$ cat src/rtl/pixel_tick_gen_if.sv
// Control/status bundle for pixel_tick_gen: divisor programming in,
// tick and period status out.
interface pixel_tick_gen_if #(
  parameter int CNT_W  = 8,
  parameter int FRAC_W = 8
);
  logic              en;
  logic              sync_clr;
  logic              load;
  logic [CNT_W-1:0]  div_in;
  logic [FRAC_W-1:0] frac_in;
  logic              tick;
  logic [CNT_W-1:0]  phase;
  logic [CNT_W-1:0]  div_cur;
  logic              load_pend;
  logic              load_err;

  modport master (
    output en, sync_clr, load, div_in, frac_in,
    input  tick, phase, div_cur, load_pend, load_err
  );

  modport slave (
    input  en, sync_clr, load, div_in, frac_in,
    output tick, phase, div_cur, load_pend, load_err
  );
endinterface

$ cat src/rtl/pixel_tick_gen.sv
// Programmable pixel tick generator: integer divisor N plus a fractional
// accumulator that stretches selected periods to N+1 cycles. New settings
// are staged and only take effect at a period boundary or on sync_clr.
module pixel_tick_gen #(
  parameter int CNT_W        = 8,
  parameter int FRAC_W       = 8,
  parameter int DIV_DEFAULT  = 4,
  parameter int FRAC_DEFAULT = 0
) (
  input  logic             clk,
  input  logic             rst,
  pixel_tick_gen_if.slave  bus
);

  localparam logic [CNT_W-1:0]  DIV_RST  = CNT_W'(DIV_DEFAULT);
  localparam logic [FRAC_W-1:0] FRAC_RST = FRAC_W'(FRAC_DEFAULT);
  localparam logic [CNT_W-1:0]  CNT_ZERO = {CNT_W{1'b0}};
  localparam logic [CNT_W-1:0]  CNT_ONE  = {{(CNT_W-1){1'b0}}, 1'b1};
  localparam logic [FRAC_W-1:0] FRAC_ZERO = {FRAC_W{1'b0}};

  logic [CNT_W-1:0]  count_q, count_d;
  logic [FRAC_W-1:0] acc_q, acc_d;
  logic              tick_q, tick_d;
  logic              load_pend_q, load_pend_d;
  logic              load_err_q, load_err_d;
  logic [CNT_W-1:0]  div_cur_q, div_cur_d;
  logic [FRAC_W-1:0] frac_cur_q, frac_cur_d;
  logic [CNT_W-1:0]  stg_div_q, stg_div_d;
  logic [FRAC_W-1:0] stg_frac_q, stg_frac_d;

  logic [FRAC_W:0]   sum_s;
  logic [CNT_W-1:0]  div_last_s;
  logic              apply_s;

  // Next-state: phase counting, fractional stretch, apply point and load staging.
  always_comb begin
    sum_s       = {1'b0, acc_q} + {1'b0, frac_cur_q};
    div_last_s  = div_cur_q - CNT_ONE;
    count_d     = count_q;
    acc_d       = acc_q;
    tick_d      = 1'b0;
    load_pend_d = load_pend_q;
    load_err_d  = 1'b0;
    div_cur_d   = div_cur_q;
    frac_cur_d  = frac_cur_q;
    stg_div_d   = stg_div_q;
    stg_frac_d  = stg_frac_q;
    apply_s     = 1'b0;

    if (bus.sync_clr) begin
      // Phase restart; a pending setting is applied right away.
      count_d = CNT_ZERO;
      acc_d   = FRAC_ZERO;
      apply_s = load_pend_q;
    end else if (bus.en) begin
      if (count_q >= div_cur_q) begin
        // Extended (N+1-th) cycle ends the period without touching acc.
        count_d = CNT_ZERO;
        tick_d  = 1'b1;
        apply_s = load_pend_q;
      end else if (count_q == div_last_s) begin
        acc_d = sum_s[FRAC_W-1:0];
        if (sum_s[FRAC_W]) begin
          // Carry out: stretch this period by one cycle.
          count_d = div_cur_q;
        end else begin
          count_d = CNT_ZERO;
          tick_d  = 1'b1;
          apply_s = load_pend_q;
        end
      end else begin
        count_d = count_q + CNT_ONE;
      end
    end else begin
      // Disabled: counting state frozen, tick stays low.
      count_d = count_q;
      acc_d   = acc_q;
    end

    // Apply happens before staging so a same-cycle load remains pending.
    if (apply_s) begin
      div_cur_d   = stg_div_q;
      frac_cur_d  = stg_frac_q;
      load_pend_d = 1'b0;
    end else begin
      div_cur_d  = div_cur_q;
      frac_cur_d = frac_cur_q;
    end

    if (bus.load) begin
      if (bus.div_in == CNT_ZERO) begin
        load_err_d = 1'b1;
      end else begin
        stg_div_d   = bus.div_in;
        stg_frac_d  = bus.frac_in;
        load_pend_d = 1'b1;
      end
    end else begin
      stg_div_d  = stg_div_q;
      stg_frac_d = stg_frac_q;
    end
  end

  // State registers with synchronous active-low reset taking priority.
  always_ff @(posedge clk) begin
    if (!rst) begin
      count_q     <= CNT_ZERO;
      acc_q       <= FRAC_ZERO;
      tick_q      <= 1'b0;
      load_pend_q <= 1'b0;
      load_err_q  <= 1'b0;
      div_cur_q   <= DIV_RST;
      frac_cur_q  <= FRAC_RST;
      stg_div_q   <= CNT_ZERO;
      stg_frac_q  <= FRAC_ZERO;
    end else begin
      count_q     <= count_d;
      acc_q       <= acc_d;
      tick_q      <= tick_d;
      load_pend_q <= load_pend_d;
      load_err_q  <= load_err_d;
      div_cur_q   <= div_cur_d;
      frac_cur_q  <= frac_cur_d;
      stg_div_q   <= stg_div_d;
      stg_frac_q  <= stg_frac_d;
    end
  end

  assign bus.tick      = tick_q;
  assign bus.phase     = count_q;
  assign bus.div_cur   = div_cur_q;
  assign bus.load_pend = load_pend_q;
  assign bus.load_err  = load_err_q;

endmodule

$ cat src/flat_wrapper.sv
// flat-port wrapper written by rule: the top's interface ports become plain ports
module pixel_tick_gen_flat 
#(
  parameter int CNT_W        = 8,
  parameter int FRAC_W       = 8,
  parameter int DIV_DEFAULT  = 4,
  parameter int FRAC_DEFAULT = 0
)
  (clk, rst, bus_en, bus_sync_clr, bus_load, bus_div_in, bus_frac_in, bus_tick, bus_phase, bus_div_cur, bus_load_pend, bus_load_err);
  pixel_tick_gen_if #(.CNT_W(CNT_W), .FRAC_W(FRAC_W)) bus_i ();
  input  logic clk;
  input  logic rst;
  input wire logic [$bits(bus_i.en)-1:0] bus_en;
  input wire logic [$bits(bus_i.sync_clr)-1:0] bus_sync_clr;
  input wire logic [$bits(bus_i.load)-1:0] bus_load;
  input wire logic [$bits(bus_i.div_in)-1:0] bus_div_in;
  input wire logic [$bits(bus_i.frac_in)-1:0] bus_frac_in;
  output wire logic [$bits(bus_i.tick)-1:0] bus_tick;
  output wire logic [$bits(bus_i.phase)-1:0] bus_phase;
  output wire logic [$bits(bus_i.div_cur)-1:0] bus_div_cur;
  output wire logic [$bits(bus_i.load_pend)-1:0] bus_load_pend;
  output wire logic [$bits(bus_i.load_err)-1:0] bus_load_err;
  assign bus_i.en = bus_en;
  assign bus_i.sync_clr = bus_sync_clr;
  assign bus_i.load = bus_load;
  assign bus_i.div_in = bus_div_in;
  assign bus_i.frac_in = bus_frac_in;
  assign bus_tick = bus_i.tick;
  assign bus_phase = bus_i.phase;
  assign bus_div_cur = bus_i.div_cur;
  assign bus_load_pend = bus_i.load_pend;
  assign bus_load_err = bus_i.load_err;
  pixel_tick_gen #(.CNT_W(CNT_W), .FRAC_W(FRAC_W), .DIV_DEFAULT(DIV_DEFAULT), .FRAC_DEFAULT(FRAC_DEFAULT)) u_core (.clk(clk), .rst(rst), .bus(bus_i));
endmodule
$ cat config.mk
export PLATFORM = sky130hd
export DESIGN_NAME = pixel_tick_gen_flat
export DESIGN_NICKNAME = d
export VERILOG_FILES = /design/src/rtl/pixel_tick_gen_if.sv /design/src/rtl/pixel_tick_gen.sv /design/src/flat_wrapper.sv
export SDC_FILE = /design/constraint.sdc
export NUM_CORES = 1
export LEC_CHECK = 0
export ABC_AREA = 1
export BUFFER_PORTS_ARGS = -buffer_cell sky130_fd_sc_hd__buf_2
export CORE_MARGIN = 2
export CORE_UTILIZATION = 58
export CTS_CLUSTER_SIZE = 28
export DETAILED_ROUTE_END_ITERATION = 8
export GPL_ROUTABILITY_DRIVEN = 1
export PLACE_DENSITY_LB_ADDON = 0.05
export SETUP_SLACK_MARGIN = 0.15
export SYNTH_ARGS = -nofsm -noshare
export SYNTH_HDL_FRONTEND = slang
export SYNTH_SLANG_ARGS = --single-unit
$ cat constraint.sdc
create_clock -name clk -period 2.8 [get_ports clk]
set_input_delay 0.56 -clock clk [delete_from_list [all_inputs] [get_ports clk]]
set_output_delay 0.56 -clock clk [all_outputs]
set_load 0.01 [all_outputs]
# [Word-level counts from Yosys, hierarchy flattened]
# Cells that the tools add are included.
# W data, S select, Z words.
[classes] addsub=3 n_lt_le_gt_ge=1 eq_ne=1 mux=15 bitwise_logic=4 n_reduce_logical=6
[op_table] op="$mux W8" count=3
[op_table] op="$mux W1" count=12
[op_table] op="$add A8 B8 Y9" count=1
[op_table] op="$add A8 B1 Y8 const B" count=1
[op_table] op="$eq A8 B8 Y1" count=1
[op_table] op="$ge A8 B8 Y1" count=1
[op_table] op="$logic_not A8 Y1" count=1
[op_table] op="$sub A8 B1 Y8 const B" count=1
[op_table] op="$not A1 Y1" count=4
[op_table] op="$reduce_and A2 Y1" count=2
[op_table] op="$reduce_and A3 Y1" count=1
[op_table] op="$reduce_or A3 Y1" count=1
[op_table] op="$reduce_or A2 Y1" count=1
[totals] ff_bits=51 input_bits=21 out_inout_bits=19 wordCells=39

# [Longest topological paths before layout]
# Gate-level depths: netlist (run 1).
[depth] word_depth=9 ltp_mapped=17 depth_no_buf=16

# [Worst setup path after synthesis (run 1)]
# OpenSTA, ideal clock, no wires.
[synth_timing] path_type="register to register" start="register u_core.frac_cur_q[0]" end="register u_core.div_cur_q[6], in the netlist u_core.bus.div_cur[6]" setup_ps=115 t_arrival_ps=1922 t_required_ps=2685 path_slack_ps=763 path_stages_with_launch=13 path_buffers=1 synth_period_minus_slack_ps=2037 path_cell_list="dfxtp_1 -> ha_1 -> inv_1 -> fa_1 -> o21ai_2 -> a31oi_2 -> nand3_2 -> nand2_2 -> nand2_4 -> nand2_8 -> buf_8 -> a21oi_1 -> nor2_1"
[synth_via] elab_chain_cells=6
[synth_lines] element="start, declared" line="pixel_tick_gen.sv:27" source="logic [FRAC_W-1:0] frac_cur_q, frac_cur_d;"
[synth_lines] element="start signal, assigned" line="pixel_tick_gen.sv:123" source="frac_cur_q <= frac_cur_d;"
[synth_lines] element="$add A8 B8 Y9" line="pixel_tick_gen.sv:37" source="sum_s = {1'b0, acc_q} + {1'b0, frac_cur_q};"
[synth_lines] element="$mux W1" line="pixel_tick_gen.sv:63" source="if (sum_s[FRAC_W]) begin"
[synth_lines] element="$mux W1" line="pixel_tick_gen.sv:61" source="end else if (count_q == div_last_s) begin"
[synth_lines] element="$mux W1" line="pixel_tick_gen.sv:56" source="if (count_q >= div_cur_q) begin"
[synth_lines] element="$mux W1" line="pixel_tick_gen.sv:55" source="end else if (bus.en) begin"
[synth_lines] element="$mux W1" line="pixel_tick_gen.sv:50" source="if (bus.sync_clr) begin"
[synth_lines] element="end signal, assigned" line="pixel_tick_gen.sv:122" source="div_cur_q <= div_cur_d;"
[synth_lines] element="end, declared" line="pixel_tick_gen.sv:26" source="logic [CNT_W-1:0] div_cur_q, div_cur_d;"
# No other way between the ends.
# A chain may end at the register's enable or synchronous reset.

# [Final worst setup path (run 1)]
[layout_timing] start="register u_core.acc_q[0]" end="register u_core.div_cur_q[4], in the netlist u_core.bus.div_cur[4]"
[layout_via] elab_chain_cells=6
[layout_lines] element="start, declared" line="pixel_tick_gen.sv:22" source="logic [FRAC_W-1:0] acc_q, acc_d;"
[layout_lines] element="start signal, assigned" line="pixel_tick_gen.sv:108" source="acc_q <= FRAC_ZERO;"
[layout_lines] element="start signal, assigned" line="pixel_tick_gen.sv:118" source="acc_q <= acc_d;"
[layout_lines] element="$add A8 B8 Y9" line="pixel_tick_gen.sv:37"
[layout_lines] element="$mux W1" line="pixel_tick_gen.sv:63"
[layout_lines] element="$mux W1" line="pixel_tick_gen.sv:61"
[layout_lines] element="$mux W1" line="pixel_tick_gen.sv:56"
[layout_lines] element="$mux W1" line="pixel_tick_gen.sv:55"
[layout_lines] element="$mux W1" line="pixel_tick_gen.sv:50"
# No other way between the ends.

==> impl_metrics.json, run 1 <==
{
  "cp_slowest_cell": "fa_1",
  "max_cap_viol_count": 0,
  "reg2reg_depth": 12,
  "netlist-cell-type-count": 37,
  "port_buffers": 39,
  "coreArea_mm2": 0.00501,
  "synth_common_cells": "65 x nand2_1, 52 x a21oi_1, 51 x dfxtp_1",
  "dp_slack_ps": 499,
  "max_slew_margin": 0.557,
  "setup-violations-final": 0,
  "cp_max_fo": 32,
  "die_area_mm2": 0.00571,
  "whs_ps": 458,
  "crit_type": "flop to flop",
  "fin_crit_ps": 2230,
  "io_pins": 40,
  "initial_core_util": 0.593,
  "finalWirelength_um": 6010,
  "yosysSeqAreaShare": 0.344,
  "die_w_um": 75.6,
  "antenna_found_initial": 0,
  "status": "finished clean",
  "final_util": 0.656,
  "postSynthCellCount": 407,
  "synth_edf_count": 0,
  "grt_usage": 0.230,
  "grt_max_degree": 35,
  "cts_inserted_buffers": 5,
  "grt_pass1_wl_um": 10300,
  "final.fill_count": 509,
  "synth_area_leader_cell": "dfxtp_1",
  "drtIter0Drc": 112,
  "async_reset_ff_frac": 0,
  "p_total_mw": 1.57,
  "hpwl_um": 4660,
  "yosysMostFrequentCell": "nand2_1",
  "tns_ps": 0,
  "powerDensity_mw_per_mm2": 478,
  "required_ps": 3040,
  "cp-end-kind": "flop",
  "fin_ws_ps": 575,
  "yosys_warnings": 0,
  "fin_crit_sh": 0.795,
  "area_delta_synth_final_pct": 10.6,
  "row_count": 26,
  "cts_sinks": 51,
  "insertion_delay_ps": 310,
  "drive_gt1_frac": 0.172,
  "avgSynthCellArea_um2": 7.30,
  "grt-ovfl-total": 0,
  "grt_pass1_vias": 2368,
  "drt_drc_violations_left": 0,
  "nets": 480,
  "routed-via-count": 2647,
  "cts_tree": "yes",
  "num_antenna_cells": 0,
  "slew_violations": 0,
  "cp_slowest_stage_delay_ps": 410,
  "max_freq_mhz": 449,
  "htree_levels": 2,
  "tightest_slew_ps": 663,
  "hold_depth": 2,
  "finalClockSkew_ps": 11.1,
  "ys_ff_latch": 51,
  "rsz0062_at_grt": "false",
  "syn_area_mm2": 0.00297,
  "start_kind": "flop",
  "synthesis.nets": 447,
  "p_leak_nw": 1.54,
  "yosysTopAreaCellShare": 0.344,
  "drtAntennaViolNets": 0,
  "place_congestion": 0.901,
  "ys.flop_type": "dfxtp_1",
  "wl_per_cell_um": 11.8,
  "worstHoldPathType": "flop to flop",
  "clk_transition_reported_paths_ps": 100,
  "clk_path_buf_depth": 2,
  "die_h_um": 75.6,
  "final_hold_viol_count": 0,
  "firstDrtPassIters": 4,
  "detail_route.vias_per_cell": 5.18,
  "crit_chain": "ha_1 > inv_1 > fa_1 > o21ai_2 > a31oi_2 > nand3_2 > nand2_2 > nand2_4 > nand2_8 > nand3_1 > nand2_1 > nor2_1",
  "cts_hold_buf": 0,
  "synth_area_leaders": "dfxtp_1 34%, a21oi_1 8.8%, nand2_1 8.2%",
  "rrSetupSlack_ps": 570,
  "critical_path_arrival_ps": 2470,
  "root_buffer": "clkbuf_8",
  "peakVddDrop_v": 0.000354
}
## report_power, final
part | internal [mW] | switching, mW
logic | 0.102 | 0.171
clock network | 0.270 | 0.243
registers | 0.760 | 0.0249
total | 1.13 | 0.439
## routing by layer
metal / GRT usage / wire length (µm) / up-vias
met4: 0.0468 / 54 / 0
met5: 0 / 0 / -
li1: - / - / 1408
met3: 0.0357 / 168 / 5
met2: 0.420 / 3140 / 34
met1: 0.285 / 2640 / 1200
## registers in the layout, indices dropped and copies added, names as in the netlist
signal                cells
u_core.acc_q              8
u_core.bus.div_cur        8
u_core.bus.load_err       1
u_core.bus.load_pend      1
u_core.bus.phase          8
u_core.bus.tick           1
u_core.frac_cur_q         8
u_core.stg_div_q          8
u_core.stg_frac_q         8
## layout make-up
cell class | count | area, µm² | area share
Timing Repair Buffer | 43 | 225 | 0.0685
Clock inverter | 2 | 38.8 | 0.0118
Tap cell | 70 | 87.6 | 0.0266
Multi-Input combinational cell | 290 | 1660 | 0.504
Clock buffer | 6 | 72.6 | 0.0221
Sequential cell | 51 | 1020 | 0.311
Inverter | 49 | 184 | 0.0560
## kinds of logic after synthesis
logic type               count (synthesis)  share of synthesized area
AO/OA/AOI/OAI                          101                      0.184
XOR/XNOR                                16                     0.0472
adder cells (fa/ha/maj)                 19                     0.0825
buffers and inverters                   66                      0.100
flip-flops                              51                      0.344
AND/OR/NAND/NOR                        154                      0.243
## layout by cell type, fill, tap and decap left out, types with 2 or more instances in the layout
| master | n |
|---|---|
| nand2_1 | 65 |
| a21oi_1 | 52 |
| dfxtp_1 | 51 |
| inv_1 | 43 |
| buf_2 | 39 |
| o21ai_0 | 37 |
| nor2_1 | 33 |
| nand3_1 | 32 |
| ha_1 | 18 |
| xnor2_1 | 8 |
| xor2_1 | 8 |
| nand2_2 | 5 |
| clkbuf_8 | 5 |
| inv_2 | 4 |
| a21oi_2 | 4 |
| o211ai_1 | 4 |
| buf_4 | 4 |
| nor2_2 | 3 |
| nor4_1 | 3 |
| nand3_2 | 2 |
| clkinv_1 | 2 |
| nor2_4 | 2 |
| nand2_4 | 2 |
| nand4_1 | 2 |
## worst max-delay path, delay by kind of cell (launching register included)
family,cells,cell delay [ps]
AND/OR/NAND/NOR,7,710
adder cells (fa/ha/maj),2,580
AO/OA/AOI/OAI,2,440
flip-flops,1,360
buffers and inverters,1,70
## timing repair
| item | CTS | global route |
|---|---|---|
| resized for setup | 0 | 1 |
| setup buffers | 0 | 0 |
| endpoints found under the setup margin | 0 | 12 |
## stage by stage
| step | std cells | cell area [µm²] |
|---|---|---|
| global route | 511 | 3290 |
| CTS | 511 | 3280 |
| floorplan | 407 | 2970 |
| detailed placement | 503 | 3170 |
| global placement | 503 | 3170 |
| finish | 511 | 3290 |
## worst paths after layout
| kind | startpoint | endpoint |
|---|---|---|
| max | u_core.acc_q[0]$_SDFFE_PP0P_ | u_core.bus.div_cur[4]$_SDFFE_PN0P_ |
| max reg2reg | u_core.acc_q[0]$_SDFFE_PP0P_ | u_core.bus.div_cur[4]$_SDFFE_PN0P_ |
| min | u_core.stg_div_q[6]$_SDFFE_PN0P_ | u_core.stg_div_q[6]$_SDFFE_PN0P_ |
| min reg2reg | u_core.stg_div_q[6]$_SDFFE_PN0P_ | u_core.stg_div_q[6]$_SDFFE_PN0P_ |
No activity file was read; power rests on OpenSTA's default activity.
==> run 2: changes to the inputs <==
ABC_AREA = 0   (was 1)
CORE_UTILIZATION = 52   (was 58)
clock period = 1.9 ns   (was 2.8 ns; I/O delays follow)
==> run 2 against run 1 <==
Combinational power is 59% higher; largest cell class unchanged; synthesized area is 0.84% lower; final cell count is 2.5% higher; maximum frequency is 1.5% higher; worst setup slack worse by 870 ps; the flow now finishes with violations (setup timing); first-iteration DRC count is 46% higher; critical path type unchanged; global-route usage is 4.7 points higher.
==> impl_metrics.json, run 2 <==
{
  "max_slew_margin": 0.721,
  "synth_top_family_by_area": "simple AND/OR/NAND/NOR gates",
  "io_pins": 40,
  "startpoint": "u_core.acc_q[0]$_SDFFE_PP0P_",
  "insertion_delay_ps": 320,
  "yosys_warnings": 0,
  "final_common_cell": "buf_4",
  "htree_levels": 2,
  "routed-via-count": 2986,
  "violations": "setup timing",
  "tns_ps": -7650,
  "die_w_um": 79.3,
  "whs_endpoint": "u_core.stg_frac_q[5]$_SDFFE_PN0P_",
  "peakVddDrop_v": 0.000474,
  "antenna_found_initial": 0,
  "netlist-cell-type-count": 54,
  "grt_pass1_vias": 2842,
  "critical_path_arrival_ps": 2450,
  "start_kind": "flop",
  "required_ps": 2160,
  "reg2reg_depth": 11,
  "fin_crit_sh": 1.15,
  "slew_violations": 0,
  "avgSynthCellArea_um2": 8.62,
  "hp-start": "bus_frac_in[5]",
  "yosysSeqAreaShare": 0.346,
  "initial_core_util": 0.538,
  "final_hold_viol_count": 0,
  "rsz0062_at_grt": "true",
  "cp_max_fo": 2,
  "async_reset_ff_frac": 0,
  "tightest_slew_ps": 419,
  "row_count": 27,
  "synth_fa_ha_area_frac": 0.0832,
  "drtAntennaViolNets": 0,
  "cts_hold_buf": 0,
  "synth_area_leaders": "dfxtp_1 35%, mux2i_1 8.8%, ha_1 7.6%",
  "r2r_end": "u_core.bus.phase[6]$_SDFFE_PP0P_",
  "synth-xor-area-share": 0.0476,
  "final_cell_mix": "63 x buf_4, 55 x nand2_1, 40 x dfxtp_1",
  "grt_max_degree": 32,
  "synthesis.nets": 382,
  "nets": 491,
  "synth_compound_area_frac": 0.181,
  "coreArea_mm2": 0.00547,
  "die_h_um": 79.3,
  "die_area_mm2": 0.00628,
  "max_cap_viol_count": 0,
  "clk_transition_reported_paths_ps": 110,
  "rrSetupSlack_ps": -290,
  "worstHoldPathType": "input port to flop",
  "fin_ws_ps": -292,
  "final_util": 0.794,
  "synth_common_cells": "56 x nand2_1, 51 x dfxtp_1, 26 x mux2i_1",
  "hold_depth": 3,
  "drive_gt1_frac": 0.434,
  "yosysMostFrequentCell": "nand2_1",
  "drt_drc_violations_left": 0,
  "r2r_start": "u_core.acc_q[0]$_SDFFE_PP0P_",
  "synthMuxAreaShare": 0.0921,
  "drtIter0Drc": 163,
  "clk_path_buf_depth": 2,
  "p_total_mw": 2.25,
  "place_congestion": 0.938,
  "detail_route.vias_per_cell": 5.70,
  "synth_area_leader_cell": "dfxtp_1",
  "p_leak_nw": 1.83,
  "cts_sinks": 51,
  "crit_type": "flop to flop",
  "firstDrtPassIters": 7,
  "ys.flop_type": "dfxtp_1",
  "hpwl_um": 6030,
  "final.fill_count": 385,
  "finalClockSkew_ps": 5.10,
  "fin_crit_ps": 2190,
  "port_buffers": 39,
  "cts_tree": "yes",
  "setup-violations-final": 34,
  "ys_ff_latch": 51,
  "cp-end-kind": "flop",
  "powerDensity_mw_per_mm2": 517,
  "finalWirelength_um": 8770,
  "num_antenna_cells": 0,
  "postSynthCellCount": 342,
  "root_buffer": "clkbuf_8",
  "grt-ovfl-total": 0,
  "grt_usage": 0.276,
  "cts_inserted_buffers": 5,
  "grt_pass1_wl_um": 13600,
  "syn_area_mm2": 0.00295,
  "synth_edf_count": 0,
  "status": "finished with violations",
  "wl_per_cell_um": 16.7,
  "area_delta_synth_final_pct": 47.6,
  "synthSimpleGateAreaFrac": 0.201,
  "yosysTopAreaCellShare": 0.346,
  "max_freq_mhz": 456
}
[run 2: cell count changes in the layout (fill, tap and decap cells not counted), moves of 11 or more]
cell / change
inv_1: -33
a21oi_1: -38
mux2i_1: +25
o21ai_0: -31
nand3_1: -24
buf_4: +59
dfxtp_1: -11
nor2_1: -14
[run 2: area by class of cell]
| type | instances | area (µm²) | share of cell area |
|---|---|---|---|
| multi-input cells | 258 | 2100 | 0.484 |
| flip-flops and latches | 51 | 1050 | 0.242 |
| repair buffers | 118 | 931 | 0.214 |
| well taps | 72 | 90.1 | 0.0207 |
| inverters | 17 | 76.3 | 0.0176 |
| clock buffers | 5 | 68.8 | 0.0158 |
| clock inverters | 3 | 26.3 | 0.00604 |
[run 2: kinds of logic after synthesis]
| logic type | after synthesis |
|---|---|
| AO/OA/AOI/OAI | 75 |
| XOR/XNOR | 16 |
| adder cells (fa/ha/maj) | 19 |
| buffers and inverters | 33 |
| flip-flops | 51 |
| multiplexers | 27 |
| AND/OR/NAND/NOR | 121 |
[run 2: where the power goes]
group,total (mW),leakage (nW),switching [mW],internal (mW)
Combinational,0.435,1.35,0.219,0.215
Sequential,1.12,0.422,0.0281,1.10
Clock,0.691,0.0510,0.416,0.275
[run 2: how the worst max path moves through the flow]
stage / to / slack [ps] / cells after the start
finish: u_core.bus.phase[6]$_SDFFE_PP0P_ / -290 / 11
global route: u_core.bus.div_cur[0]$_SDFFE_PN0P_ / -430 / 9
CTS: u_core.frac_cur_q[4]$_SDFFE_PN0P_ / -330 / 10
detailed placement: u_core.frac_cur_q[4]$_SDFFE_PN0P_ / -320 / 10
global placement: u_core.bus.div_cur[0]$_SDFFE_PN0P_ / -230 / 10
floorplan: u_core.bus.div_cur[3]$_SDFFE_PN0P_ / -300 / 7
[run 2: through the flow]
stage / area (µm²) / hold slack, ps / setup slack (ps) / cells
finish: 4350 / 285 / -292 / 524
global route: 4350 / 292 / -425 / 524
CTS: 4200 / 282 / -332 / 522
detailed placement: 3850 / 443 / -318 / 505
global placement: 3850 / 441 / -230 / 505
floorplan: 3110 / 427 / -296 / 342
[run 2: layer usage]
layer	global-route usage	share of wire
met1	0.372	0.45
met5	0	0
met3	0.0455	0.060
met4	0.122	0.035
met2	0.436	0.46
[run 2: repair_timing]
action,in CTS,in global routing
buffers inserted,7,1
pin swaps,26,12
endpoints found under the setup margin,34,34
resized for setup,38,30
cloned,2,1
[run 2: worst max-delay path, cell delays in order, from the launching register on]
cell and delay [ps]:
dfxtp_1 380, ha_4 150, inv_2 40, fa_2 360, nor2b_2 160, o2111ai_2 150, a21oi_2 200, buf_4 130
buf_4 100, o21ai_0 90, mux2i_1 200, a22o_1 190
==> run 3: changes to the inputs <==
CORE_MARGIN = 10   (was 2)
==> run 3 against run 2 <==
The flow still finishes with violations (setup timing); total power rose by 2.4%; worst hold slack improved by 11 ps; sequential cell count unchanged; sequential share of layout area grew 0.16 points; critical endpoint is now u_core.bus.phase[7]$_SDFFE_PP0P_; largest cell class unchanged; highest routed layer unchanged.
==> impl_metrics.json, run 3 (same netlist as run 2, synthesis figures left out) <==
{
  "critical_path_arrival_ps": 2460,
  "cp-end-kind": "flop",
  "worstHoldPathType": "input port to flop",
  "p_sw_frac": 0.273,
  "wl_per_cell_um": 18.1,
  "insertion_delay_ps": 320,
  "initial_core_util": 0.535,
  "drt_drc_violations_left": 0,
  "start_kind": "flop",
  "num_antenna_cells": 0,
  "drive_gt1_frac": 0.444,
  "final_util": 0.785,
  "cts_inserted_buffers": 5,
  "slew_violations": 0,
  "antenna_found_initial": 0,
  "final_common_cell": "buf_4",
  "cts_tree": "yes",
  "place_area_mm2": 0.00378,
  "area_delta_synth_final_pct": 46.8,
  "fin_crit_ps": 2250,
  "postLayoutCellArea_mm2": 0.00432,
  "status": "finished with violations",
  "clkPwrFrac": 0.333,
  "grt_usage": 0.194,
  "drtAntennaViolNets": 0,
  "die_area_mm2": 0.00908,
  "dp_slack_ps": -297,
  "die_h_um": 95.3,
  "drtIter0Drc": 181,
  "row_count": 27,
  "io_pins": 40,
  "multi_input_area_mm2": 0.00208,
  "fin_crit_sh": 1.18,
  "grt_pass1_vias": 2840,
  "powerDensity_mw_per_mm2": 533,
  "routed-via-count": 2965,
  "p_leak_nw": 1.81,
  "cp_max_fo": 7,
  "grtUsageMet2": 0.301,
  "clk_path_buf_depth": 2,
  "finalWirelength_um": 9460,
  "tightest_slew_ps": 361,
  "setup-violations-final": 34,
  "grt_pass1_wl_um": 14100,
  "max_cap_viol_count": 0,
  "nets": 489,
  "grt-ovfl-total": 0,
  "clk_transition_reported_paths_ps": 90,
  "p_total_mw": 2.30,
  "cts_sinks": 51,
  "place_congestion": 0.909,
  "p_switching_uw": 629,
  "use_met1": 0.258,
  "violations": "setup timing",
  "die_w_um": 95.3,
  "grt_max_degree": 32,
  "required_ps": 2110,
  "hpwl_um": 6310,
  "max_slew_margin": 0.758,
  "root_buffer": "clkbuf_8",
  "htree_levels": 2,
  "rsz0062_at_grt": "true",
  "tns_ps": -10160,
  "p_int_mw": 1.67,
  "coreArea_mm2": 0.00551,
  "gr-usage-met3": 0.0424,
  "regArea_mm2": 0.00105,
  "fin_ws_ps": -345,
  "max_freq_mhz": 445,
  "finalClockSkew_ps": 14.7,
  "pwr-share-comb": 0.179,
  "peakVddDrop_v": 0.000536,
  "port_buffers": 39,
  "top_usage_layer": "met2",
  "final.fill_count": 356,
  "firstDrtPassIters": 4,
  "detail_route.vias_per_cell": 5.68,
  "crit_type": "flop to flop",
  "seqPwrFrac": 0.487,
  "final_cell_mix": "58 x buf_4, 55 x nand2_1, 39 x buf_2, 39 x dfxtp_1, 26 x mux2i_1",
  "final_hold_viol_count": 0
}
## run 3: changes by cell type in the layout (fill, tap and decap cells not counted), sizes merged
cell / before / now
inv: 20 / 18
## run 3: what timing repair did
| item | 4_1_cts | 5_1_grt |
|---|---|---|
| setup buffers | 5 | 9 |
| endpoints found under the setup margin | 34 | 34 |
| gates resized for setup | 39 | 40 |
| gates cloned | 2 | 0 |
| pin swaps | 15 | 16 |
| hold buffers | 0 | 0 |
## run 3: final timing paths
check	slack (ps)	from	cells past startpoint	endpoint
worst min-delay path	300	bus_frac_in[7]	3	u_core.stg_frac_q[7]$_SDFFE_PN0P_
worst max-delay path	-350	u_core.bus.div_cur[3]$_SDFFE_PN0P_	8	u_core.bus.phase[7]$_SDFFE_PP0P_
worst max register to register	-350	u_core.bus.div_cur[3]$_SDFFE_PN0P_	8	u_core.bus.phase[7]$_SDFFE_PP0P_
worst min register to register	450	u_core.stg_frac_q[0]$_SDFFE_PN0P_	2	u_core.frac_cur_q[0]$_SDFFE_PN0P_
## run 3: worst max-delay path, cell delays in order (launching register included)
cell and delay [ps]:
dfxtp_4 390, nor4_4 350, nand3_2 130, a2111oi_4 390, nand4_4 190, buf_4 180
buf_6 130, a41o_1 170, a22o_1 220
## run 3: metrics by stage
stage	cells	hold slack [ps]
after floorplan	342	427
after global placement	498	438
after detailed placement	498	445
after CTS	513	290
after global routing	522	305
final	522	295
## run 3: final cells by class
class,instances,share of cell area
tap,72,0.0208
sequential,51,0.244
inverter,17,0.0165
clock buffer,7,0.0249
clock inverter,1,0.00203
multi-input combinational,258,0.481
timing repair buffer,116,0.211
## run 3: routing by layer
| metal | vias to the layer above | routed length, µm |
|---|---|---|
| met5 | - | 0 |
| met4 | 0 | 303 |
| met3 | 27 | 708 |
| met2 | 105 | 4500 |
| met1 | 1400 | 3950 |
| li1 | 1433 | - |
## run 3: power by group through the flow
stage               Combinational, mW  Clock, mW  Sequential [mW]
finish                          0.413      0.768             1.12
global route                    0.447      0.834             1.13
CTS                             0.389      0.780             1.12
detailed placement              0.353          0             1.15
global placement                0.346          0             1.15
floorplan                       0.212          0             1.15
